**config.mk**
```make
export PLATFORM = sky130hd
export DESIGN_NAME = arbitro_paridade_flat
export DESIGN_NICKNAME = d
export VERILOG_FILES = /design/src/rtl/arbitro_paridade_if.sv /design/src/rtl/arbitro_paridade.sv /design/src/flat_wrapper.sv
export SDC_FILE = /design/constraint.sdc
export NUM_CORES = 1
export LEC_CHECK = 0
export CORE_MARGIN = 3
export CORE_UTILIZATION = 44
export DETAILED_ROUTE_END_ITERATION = 16
export GPL_ROUTABILITY_DRIVEN = 0
export PLACE_DENSITY = 0.77
export SYNTH_ARGS = -nofsm -noshare
export SYNTH_HDL_FRONTEND = slang
export SYNTH_SLANG_ARGS = --single-unit
export TNS_END_PERCENT = 1
```
**constraint.sdc**
```tcl
create_clock -name clock -period 1.6 [get_ports clock]
set_input_delay 0.24 -clock clock [delete_from_list [all_inputs] [get_ports clock]]
set_output_delay 0.24 -clock clock [all_outputs]
set_load 0.1 [all_outputs]
```
**src/rtl/arbitro_paridade_if.sv**
```systemverilog
// Bundle of the requester, generator and result handshakes of arbitro_paridade.
// The slave modport is the arbiter's view; master is the surrounding system's view.
interface arbitro_paridade_if;
    // Requester A
    logic       req_a;
    logic [3:0] dado_a;
    logic       ultimo_a;
    logic       ack_a;
    // Requester B
    logic       req_b;
    logic [3:0] dado_b;
    logic       ultimo_b;
    logic       ack_b;
    // Shared combinational parity generator
    logic [3:0] ger_dado;
    logic       ger_paridade;
    // Result port
    logic       saida_valida;
    logic       saida_pronto;
    logic       saida_paridade;
    logic       saida_origem;
    logic [3:0] saida_nibbles;

    modport slave (
        input  req_a, dado_a, ultimo_a,
        input  req_b, dado_b, ultimo_b,
        input  ger_paridade,
        input  saida_pronto,
        output ack_a, ack_b,
        output ger_dado,
        output saida_valida, saida_paridade, saida_origem, saida_nibbles
    );

    modport master (
        output req_a, dado_a, ultimo_a,
        output req_b, dado_b, ultimo_b,
        output ger_paridade,
        output saida_pronto,
        input  ack_a, ack_b,
        input  ger_dado,
        input  saida_valida, saida_paridade, saida_origem, saida_nibbles
    );
endinterface

```
**src/rtl/arbitro_paridade.sv**
```systemverilog
// Round-robin arbiter sharing one external 4-bit even-parity generator between
// requesters A and B. Each packet's nibble parities are XOR-accumulated and the
// packet parity, origin and saturating nibble count are offered on a
// ready/valid result port.
module arbitro_paridade (
    input  logic         clock,
    input  logic         reset,
    arbitro_paridade_if.slave bus
);

    typedef enum logic [1:0] {
        OCIOSO    = 2'd0,
        APLICA    = 2'd1,
        COLETA    = 2'd2,
        RESULTADO = 2'd3
    } estado_t;

    estado_t    estado_reg, estado_next;
    logic       vencedor_reg, vencedor_next;       // 0 = A, 1 = B
    logic       prioridade_reg, prioridade_next;   // preferred side on a tie
    logic       acumulador_reg, acumulador_next;
    logic [3:0] contador_reg, contador_next;

    // Result shadow registers: loaded when the packet closes so the result port
    // keeps its last values while the next packet is being accumulated.
    logic       saida_paridade_reg, saida_paridade_next;
    logic       saida_origem_reg, saida_origem_next;
    logic [3:0] saida_nibbles_reg, saida_nibbles_next;

    // Signals of whichever requester currently owns the packet lock.
    logic       req_vencedor;
    logic       ultimo_vencedor;
    logic [3:0] dado_vencedor;

    assign req_vencedor    = vencedor_reg ? bus.req_b    : bus.req_a;
    assign ultimo_vencedor = vencedor_reg ? bus.ultimo_b : bus.ultimo_a;
    assign dado_vencedor   = vencedor_reg ? bus.dado_b   : bus.dado_a;

    // State and datapath registers; asynchronous reset drops any partial packet.
    always_ff @(posedge clock or posedge reset) begin
        if (reset) begin
            estado_reg         <= OCIOSO;
            vencedor_reg       <= 1'b0;
            prioridade_reg     <= 1'b0;
            acumulador_reg     <= 1'b0;
            contador_reg       <= 4'd0;
            saida_paridade_reg <= 1'b0;
            saida_origem_reg   <= 1'b0;
            saida_nibbles_reg  <= 4'd0;
        end else begin
            estado_reg         <= estado_next;
            vencedor_reg       <= vencedor_next;
            prioridade_reg     <= prioridade_next;
            acumulador_reg     <= acumulador_next;
            contador_reg       <= contador_next;
            saida_paridade_reg <= saida_paridade_next;
            saida_origem_reg   <= saida_origem_next;
            saida_nibbles_reg  <= saida_nibbles_next;
        end
    end

    // Next-state logic: grant, per-nibble accumulation, result hand-off.
    always_comb begin
        estado_next         = estado_reg;
        vencedor_next       = vencedor_reg;
        prioridade_next     = prioridade_reg;
        acumulador_next     = acumulador_reg;
        contador_next       = contador_reg;
        saida_paridade_next = saida_paridade_reg;
        saida_origem_next   = saida_origem_reg;
        saida_nibbles_next  = saida_nibbles_reg;

        case (estado_reg)
            OCIOSO: begin
                if (bus.req_a || bus.req_b) begin
                    // A lone requester wins outright; a tie goes to prioridade.
                    if (bus.req_a && bus.req_b) begin
                        vencedor_next = prioridade_reg;
                    end else begin
                        vencedor_next = bus.req_b;
                    end
                    acumulador_next = 1'b0;
                    contador_next   = 4'd0;
                    estado_next     = APLICA;
                end
            end

            APLICA: begin
                acumulador_next = acumulador_reg ^ bus.ger_paridade;
                if (contador_reg != 4'hF) begin
                    contador_next = contador_reg + 4'd1;
                end
                if (ultimo_vencedor) begin
                    saida_paridade_next = acumulador_reg ^ bus.ger_paridade;
                    saida_origem_next   = vencedor_reg;
                    saida_nibbles_next  = (contador_reg != 4'hF) ? contador_reg + 4'd1
                                                                 : contador_reg;
                    estado_next         = RESULTADO;
                end else begin
                    estado_next = COLETA;
                end
            end

            COLETA: begin
                // The lock has no timeout; the other requester waits.
                if (req_vencedor) begin
                    estado_next = APLICA;
                end
            end

            RESULTADO: begin
                if (bus.saida_pronto) begin
                    prioridade_next = ~vencedor_reg;
                    estado_next     = OCIOSO;
                end
            end

            default: begin
                estado_next = OCIOSO;
            end
        endcase
    end

    // Moore outputs decoded from the registered state.
    assign bus.ger_dado       = (estado_reg == APLICA) ? dado_vencedor : 4'd0;
    assign bus.ack_a          = (estado_reg == APLICA) && !vencedor_reg;
    assign bus.ack_b          = (estado_reg == APLICA) &&  vencedor_reg;
    assign bus.saida_valida   = (estado_reg == RESULTADO);
    assign bus.saida_paridade = saida_paridade_reg;
    assign bus.saida_origem   = saida_origem_reg;
    assign bus.saida_nibbles  = saida_nibbles_reg;

endmodule
```
**src/flat_wrapper.sv**
```systemverilog
// flat-port wrapper written by rule: the top's interface ports become plain ports
module arbitro_paridade_flat 
  (clock, reset, bus_req_a, bus_dado_a, bus_ultimo_a, bus_req_b, bus_dado_b, bus_ultimo_b, bus_ger_paridade, bus_saida_pronto, bus_ack_a, bus_ack_b, bus_ger_dado, bus_saida_valida, bus_saida_paridade, bus_saida_origem, bus_saida_nibbles);
  arbitro_paridade_if bus_i ();
  input  logic clock;
  input  logic reset;
  input wire logic [$bits(bus_i.req_a)-1:0] bus_req_a;
  input wire logic [$bits(bus_i.dado_a)-1:0] bus_dado_a;
  input wire logic [$bits(bus_i.ultimo_a)-1:0] bus_ultimo_a;
  input wire logic [$bits(bus_i.req_b)-1:0] bus_req_b;
  input wire logic [$bits(bus_i.dado_b)-1:0] bus_dado_b;
  input wire logic [$bits(bus_i.ultimo_b)-1:0] bus_ultimo_b;
  input wire logic [$bits(bus_i.ger_paridade)-1:0] bus_ger_paridade;
  input wire logic [$bits(bus_i.saida_pronto)-1:0] bus_saida_pronto;
  output wire logic [$bits(bus_i.ack_a)-1:0] bus_ack_a;
  output wire logic [$bits(bus_i.ack_b)-1:0] bus_ack_b;
  output wire logic [$bits(bus_i.ger_dado)-1:0] bus_ger_dado;
  output wire logic [$bits(bus_i.saida_valida)-1:0] bus_saida_valida;
  output wire logic [$bits(bus_i.saida_paridade)-1:0] bus_saida_paridade;
  output wire logic [$bits(bus_i.saida_origem)-1:0] bus_saida_origem;
  output wire logic [$bits(bus_i.saida_nibbles)-1:0] bus_saida_nibbles;
  assign bus_i.req_a = bus_req_a;
  assign bus_i.dado_a = bus_dado_a;
  assign bus_i.ultimo_a = bus_ultimo_a;
  assign bus_i.req_b = bus_req_b;
  assign bus_i.dado_b = bus_dado_b;
  assign bus_i.ultimo_b = bus_ultimo_b;
  assign bus_i.ger_paridade = bus_ger_paridade;
  assign bus_i.saida_pronto = bus_saida_pronto;
  assign bus_ack_a = bus_i.ack_a;
  assign bus_ack_b = bus_i.ack_b;
  assign bus_ger_dado = bus_i.ger_dado;
  assign bus_saida_valida = bus_i.saida_valida;
  assign bus_saida_paridade = bus_i.saida_paridade;
  assign bus_saida_origem = bus_i.saida_origem;
  assign bus_saida_nibbles = bus_i.saida_nibbles;
  arbitro_paridade u_core (.clock(clock), .reset(reset), .bus(bus_i));
endmodule
```
==> flow_summary.toml <==
[logic_synthesis]
synth.ff_latch_count = 15
synth_seq_area_share = 0.430
synth.distinct_cells = 34
syn_nets = 107
synthCells = 90
syn_area_per_cell_sq_um = 9.70
synth-warning-count = 0
syn_area_sq_um = 873

[power]
seq_power_share = 0.197
combPwrFrac = 0.735
p_sw_frac = 0.530
ir_drop_uv = 1640
p_leak_uw = 0.000631
p_per_area_nw_per_um2 = 2390
power.switching_uw = 1880
power.share.clock = 0.068
p_int_uw = 1660

[drt]
drt_iter0_drc = 45
vias_per_cell = 5.70
routed_wl_um = 2610
drc = 0
dr.pass1.iters = 4
post_drt_wl_per_cell_um = 16.9
ant_nets = 0
vias = 878

[worst_setup_path]
critPathArrivalTime_ps = 1380
start_kind = "register"
crit-reg2reg-capture = "u_core.bus.saida_nibbles[1]"
r2r_slack_ps = 50
cp.required_ps = 1360
rr_startpoint = "u_core.vencedor_reg"
worst_setup_path_end_kind = "output pin"
critical_path.max_fanout = 8
reg2reg_depth = 5
path_class = "reg -> out"

[final_layout]
finalInstanceArea_sq_um = 1480
syn_to_final_growth_pct = 69.6
layout_commonest_cell = "clkdlybuf4s50_1"
n_antenna_cell = 0
mostFrequentLayoutCells = "clkdlybuf4s50_1, buf_12, dfrtp_1, buf_4, o21ai_0"
drive_gt1_frac = 0.411
final.fill_count = 104
nNetsFinal = 147

[sta]
fin_crit_ps = 1620
final_hold_viol_count = 0
tightestPinTransition_ps = 594
setup_viol = 2
rsz0062_at_grt = "true"
slew_violations = 0
max-slew-margin-rel = 0.604
fmax_ghz = 0.616
holdWs_ps = 292
timing.final.ws_setup_ps = -24.4
fin_crit_sh = 1.02
skew_ps = 5.09

[clock_network]
clkSinkCount = 15
cts_buffers = 3
clk_latency_ps = 300
htreeDepth = 1
cts_root_buf = "clkbuf_4"
ctsLongestPathBuffers = 2
cts_hold_buf = 0
cts.clk_slew.worst_paths_ps = 110
cts_tree = "yes"

[floorplan]
start_util = 0.485
die_h_um = 50.6
die-area_sq_um = 2560
rows = 15
core-area_sq_um = 1800
io_pins = 29
dieWidth_um = 50.6

[global_route]
antenna_found_initial = 0
grt_usage = 0.191
grt_pass1_vias = 784
grt_max_degree = 16
overflow = 0
grt_pass1_wl_um = 3640

[placed_design]
io_buffers = 28
dpl_cell_area_sq_um = 1370
hpwl_um = 1780

[min_path]
hold_path.class = "in -> async"

[status]
failed_checks = "setup timing"
status = "complete, but fails checks"

[run]
maxCapViolations = 0
## power by group through the flow
stage	registers, uW	logic (uW)	clock network, uW
after floorplan	1060	1130	0
after global placement	701	2320	0
after detailed placement	709	2360	0
after CTS	694	2420	240
after global routing	713	2700	252
final	696	2600	241
## worst max-delay path, cell delays in order, from the launching register on
cell,delay (ps)
dfrtp_1,410
buf_4,170
nor2b_2,160
and2_4,180
buf_12,170
## final cells by class
cell class                      count  area, sq um  share of cell area
Clock buffer                        3         22.5              0.0152
Clock inverter                      1         7.51             0.00507
Sequential cell                    15          378               0.255
Multi-Input combinational cell     66          519               0.351
Inverter                            4         15.0              0.0101
Timing Repair Buffer               40          508               0.343
Tap cell                           25         31.3              0.0211
## Yosys cell counts, drive strengths merged
master	n	area, sq um
a211oi	3	22.5
a21bo	1	10.0
a21o	2	15.0
a21oi	2	10.0
a22o	1	8.76
a31oi	2	12.5
a41oi	1	8.76
and2	2	12.5
and3	1	7.51
buf	3	17.5
clkbuf	2	7.51
dfrtp	15	375
ha	1	12.5
inv	4	15.0
mux2	5	63.8
mux2i	6	63.8
nand2	7	26.3
nand2b	1	6.26
nand3	4	25.0
nand3b	1	7.51
nor2	9	41.3
nor2b	2	12.5
nor3	1	5.00
nor3b	1	7.51
o21ai	8	40.0
o22ai	1	6.26
o31ai	2	15.0
xnor2	1	8.76
xor2	1	8.76
## what timing repair did
| action | in CTS | in global routing |
|---|---|---|
| pin swaps | 0 | 3 |
| setup endpoints to repair | 6 | 9 |
| buffers inserted | 1 | 2 |
| endpoints found under the hold margin | 0 | 0 |
| resized for setup | 3 | 13 |
## logic make-up (layout without fill, tap and decap cells)
group / count (synthesis) / in the layout / share of synthesized area
mux: 11 / 11 / 0.146
xor+xnor: 2 / 2 / 0.0201
buf+inv: 9 / 48 / 0.0458
compound gates: 23 / 23 / 0.170
flops: 15 / 15 / 0.430
simple gates: 29 / 29 / 0.173
fa+ha+maj: 1 / 1 / 0.0143
## through the flow
| step | total power [uW] | std cells | worst slack, ps | TNS (ps) | util |
|---|---|---|---|---|---|
| 3_5_place_dp | 3070 | 147 | 51.0 | 0 | 0.760 |
| 4_1_cts | 3350 | 152 | -32.2 | -113 | 0.785 |
| 2_1_floorplan | 2190 | 90 | -164 | -1000 | - |
| 3_3_place_gp | 3020 | 147 | 118 | 0 | 0.760 |
| 5_1_grt | 3660 | 154 | -64.1 | -232 | 0.822 |
| 6_report | 3540 | 154 | -24.4 | -33.5 | 0.822 |
## per-layer routing
metal	track usage	vias up	part of all wire
met5	0	-	0
met3	0.0356	6	0.078
met4	0.0673	0	0.016
met2	0.328	56	0.50
met1	0.238	419	0.40
li1	-	397	-
## worst max-delay path by stage
stage / from / end / cells past startpoint
floorplan: u_core.estado_reg[1] / bus_ger_dado[0] / 3
global placement: bus_req_a / u_core.contador_reg[0] / 5
detailed placement: u_core.contador_reg[1] / u_core.bus.saida_nibbles[1] / 4
CTS: u_core.estado_reg[1] / bus_ger_dado[3] / 4
global route: u_core.estado_reg[1] / bus_ack_b / 4
finish: u_core.estado_reg[1] / bus_ack_b / 4
Note: power is estimated with default switching activity, not from simulation.
